==> config.mk <==
export PLATFORM = sky130hd
export DESIGN_NAME = serializer8
export DESIGN_NICKNAME = d
export VERILOG_FILES = /design/src/rtl/serializer8.sv
export SDC_FILE = /design/constraint.sdc
export NUM_CORES = 1
export LEC_CHECK = 0
export ABC_AREA = 1
export ABC_CLOCK_PERIOD_IN_PS = 1700
export BUFFER_PORTS_ARGS = -buffer_cell sky130_fd_sc_hd__buf_2
export CAP_MARGIN = 40
export CORE_MARGIN = 2
export CORE_UTILIZATION = 32
export DETAILED_ROUTE_END_ITERATION = 8
export SETUP_SLACK_MARGIN = 0.15
export SKIP_LAST_GASP = 1
export SYNTH_ARGS = -nofsm -noshare
export SYNTH_HDL_FRONTEND = slang
export SYNTH_SLANG_ARGS = --single-unit
==> constraint.sdc <==
create_clock -name CLK -period 1.7 [get_ports CLK]
set_clock_uncertainty 0.1 [all_clocks]
set_input_delay 0.425 -clock CLK [delete_from_list [all_inputs] [get_ports CLK]]
set_output_delay 0.425 -clock CLK [all_outputs]
set_load 0.01 [all_outputs]
==> src/rtl/serializer8.sv <==
// serializer8: parallel-in/serial-out transmitter with valid/ready on both sides.
// Ports: CLK, RESET (sync, active-high), I/I_VALID/I_READY (word in),
//        SO/SO_VALID/SO_LAST/SO_READY (bit stream out), BUSY (word in flight).
module serializer8 #(
   parameter int WIDTH     = 8,
   parameter bit LSB_FIRST = 1'b1
) (
   input  logic             CLK,
   input  logic             RESET,
   input  logic [WIDTH-1:0] I,
   input  logic             I_VALID,
   output logic             I_READY,
   output logic             SO,
   output logic             SO_VALID,
   output logic             SO_LAST,
   input  logic             SO_READY,
   output logic             BUSY
);

   localparam int CW = $clog2(WIDTH);

   localparam logic S_IDLE  = 1'b0;
   localparam logic S_SHIFT = 1'b1;

   localparam logic [CW-1:0] CNT_LAST = CW'(WIDTH - 1);

   logic             state;
   logic [WIDTH-1:0] sr;
   logic [CW-1:0]    cnt;
   logic             shifting;
   logic             load;
   logic             take;
   logic [WIDTH-1:0] sr_next;

   assign shifting = (state == S_SHIFT);
   assign BUSY     = shifting;
   assign SO_VALID = shifting;
   assign SO_LAST  = shifting && (cnt == CNT_LAST);
   assign SO       = LSB_FIRST ? sr[0] : sr[WIDTH-1];

   // Ready combinationally follows SO_READY on the last bit, so a new
   // word can replace the finishing one with no idle cycle.
   assign I_READY = !RESET && (!shifting || (SO_LAST && SO_READY));

   assign load = I_VALID && I_READY;
   assign take = shifting && SO_READY;

   // Move the register one place toward the output end, zero-filling.
   assign sr_next = LSB_FIRST ? {1'b0, sr[WIDTH-1:1]}
                              : {sr[WIDTH-2:0], 1'b0};

   always_ff @(posedge CLK) begin
      if (RESET) begin
         state <= S_IDLE;
         sr    <= '0;
         cnt   <= '0;
      end else if (load) begin
         state <= S_SHIFT;
         sr    <= I;
         cnt   <= '0;
      end else if (take) begin
         if (SO_LAST) begin
            // Clearing sr keeps SO low while idle.
            state <= S_IDLE;
            sr    <= '0;
            cnt   <= '0;
         end else begin
            sr    <= sr_next;
            cnt   <= cnt + 1'b1;
         end
      end
   end

endmodule

==> flow_summary.toml <==
[status]
outcome = "complete, but fails checks"
violations = "setup timing"

[worst_setup_path]
crit_type = "reg -> out"
start_kind = "register"
cp_data_arrival_time_ps = 1240
worstSetupEndpointType = "output pin"
critPathMaxFanout = 3
required_ps = 1170

[finish]
regArea_um2 = 243
drive_gt1_share_pct = 40.5
diodes = 0
multi_input_area_um2 = 510
final_common_cell = "nand2_1"
final_util_pct = 46.5
fill_cells = 222
design_area_um2 = 1010
area_growth_pct = 39.4
layout_common_cells = "16 x nand2_1, 15 x buf_2, 14 x inv_1, 13 x nand3_1"
final_nets = 142

[power_and_ir_drop]
pwr-share-comb_pct = 27.2
power_density_nw_per_um2 = 659
power_uw = 665
leakage_nw = 0.506
p_int_uw = 455
irDropWorstVdd_mv = 0.409
p_switching_uw = 210
pwr-share-seq_pct = 46.1
clockPowerShare_pct = 26.7
p_sw_share_pct = 31.5

[timing]
setup_viol = 2
period_needed_ps = 1760
post-route-period-util_pct = 104
hold_violations = 0
worst_slew_pin_slew_ps = 462
maxSlewViolCount = 0
max_freq_mhz = 568
hold_slack_ps = 292
rsz0062_at_grt = "yes"
fin_ws_ps = -60.2
slew_headroom_pct = 69.1

[global_routing]
track_usage_pct = 13.2
grt_max_degree = 20
antenna_found_initial = 0
grt_pass1_wl_um = 2630
grt-ovfl-total = 0
grt_pass1_vias = 607

[clock_network]
cts_tree = "built"
clock_sinks = 12
cts_buffer_depth = 2
clock_latency_ps = 280
cts_made_buffers = 3
ctsHtreeMaxLevel = 1
cts.reportedPaths.clkPinSlew_ps = 70
cts.root.buffer_cell = "clkbuf_4"

[floorplan]
dieWidth_um = 51.6
initial_utilization_pct = 33.4
die_h_um = 51.6
rows = 17
boundaryPins = 17
coreArea_um2 = 2170
dieArea_um2 = 2660

[detailed_routing]
wl_per_cell_um = 12.5
postRouteAntennaNets = 0
first_pass_iters = 4
wl_um = 1930
post-route-drc-count = 0
drtIter0Drc = 18
vias = 772
vias_per_cell = 5.01

[place]
dpl_cell_area_um2 = 832
preCtsSetupSlack_ps = 127
dp_hpwl_um = 1110
globalplace.congestion = 0.793
port_buffers = 16

[synthesis]
syn_area_um2 = 724
yosys_warnings = 0
synth_area_per_cell_um2 = 6.97
synth_cells = 104
yosysUniqueCellTypes = 19
synth_seq_cells = 12
seq_area_frac_synth_pct = 33.2
synthesis.nets = 118

[flow_run]
cap_violations = 0

[min_path]
hp-class = "in -> reg"
cells by family after synthesis:
kind of cell	count (synthesis)	share of synthesized area, %
AOI/OAI and AO/OA	19	14.7
buffers and inverters	21	15.2
adders and majority gates	2	3.45
and+or+nand+nor	50	33.5
DFF	12	33.2
sequential cells by signal, indices dropped and copies added (netlist names):
register and cells:
sr 8, BUSY 1, cnt 3
synth_stat cells:
cell      instances  area share (%)
nand2_1          18             9.3
nand3_1          16              11
inv_1            14             7.3
dfxtp_1          12              33
a21oi_1          11             7.6
nor2_1            8             4.1
o21ai_0           7             4.8
buf_6             3             4.7
nand2_2           3             2.6
buf_4             2             2.1
ha_1              2             3.5
a21oi_4           1             2.2
and2_1            1            0.86
buf_2             1            0.69
inv_2             1            0.52
nand3_4           1             2.4
nand3b_2          1             1.6
nand4_1           1            0.86
nor3_1            1            0.69
critical path, cell delays in order (launching register included):
cell and delay [ps]:
dfxtp_2 360, ha_4 140, ha_4 150, nand2_4 60
a21oi_4 130, buf_6 120
through the flow:
| step | setup TNS (ps) | instances |
|---|---|---|
| 6_report | -111 | 154 |
| 5_1_grt | -290 | 154 |
| 4_1_cts | -116 | 150 |
| 3_5_place_dp | 0 | 144 |
| 3_3_place_gp | 0 | 144 |
| 2_1_floorplan | 0 | 104 |
path summary, 6_finish.rpt:
path | cells past startpoint | slack [ps] | from | end
setup / recovery | 5 | -60 | cnt[1]$_SDFFE_PP0P_ | I_READY
hold / removal | 2 | 290 | RESET | sr[7]$_SDFFE_PP0P_
setup reg to reg | 9 | 40 | cnt[1]$_SDFFE_PP0P_ | BUSY$_SDFFE_PP0P_
hold reg to reg | 2 | 390 | sr[7]$_SDFFE_PP0P_ | sr[7]$_SDFFE_PP0P_
cell type report:
cell class | instances | area share (%)
Multi-Input combinational cell | 73 | 50.6
Sequential cell | 12 | 24.0
Tap cell | 28 | 3.47
Clock buffer | 3 | 2.23
Timing Repair Buffer | 23 | 14.1
Inverter | 15 | 5.58
layer usage:
| metal | up-vias | wire [um] | GRT usage (%) |
|---|---|---|---|
| met5 | - | 0 | 0 |
| met4 | 0 | 27 | 6.58 |
| met3 | 2 | 96 | 2.87 |
| met2 | 25 | 959 | 19.9 |
| met1 | 354 | 844 | 17.7 |
| li1 | 391 | - | - |
what timing repair did:
| action | in CTS | in global routing |
|---|---|---|
| cloned | 0 | 2 |
| gates resized for setup | 1 | 25 |
| setup endpoints to repair | 4 | 14 |
| hold buffers | 0 | 0 |
| pin swaps | 2 | 6 |
| buffers inserted | 3 | 2 |
power groups by stage:
stage	logic, mW	clock network, mW	registers, mW
2_1_floorplan	0.0997	0	0.315
5_1_grt	0.202	0.194	0.308
3_5_place_dp	0.136	0	0.313
3_3_place_gp	0.135	0	0.313
6_report	0.181	0.178	0.307
4_1_cts	0.139	0.180	0.306
Note: power is estimated with default switching activity, not from simulation.
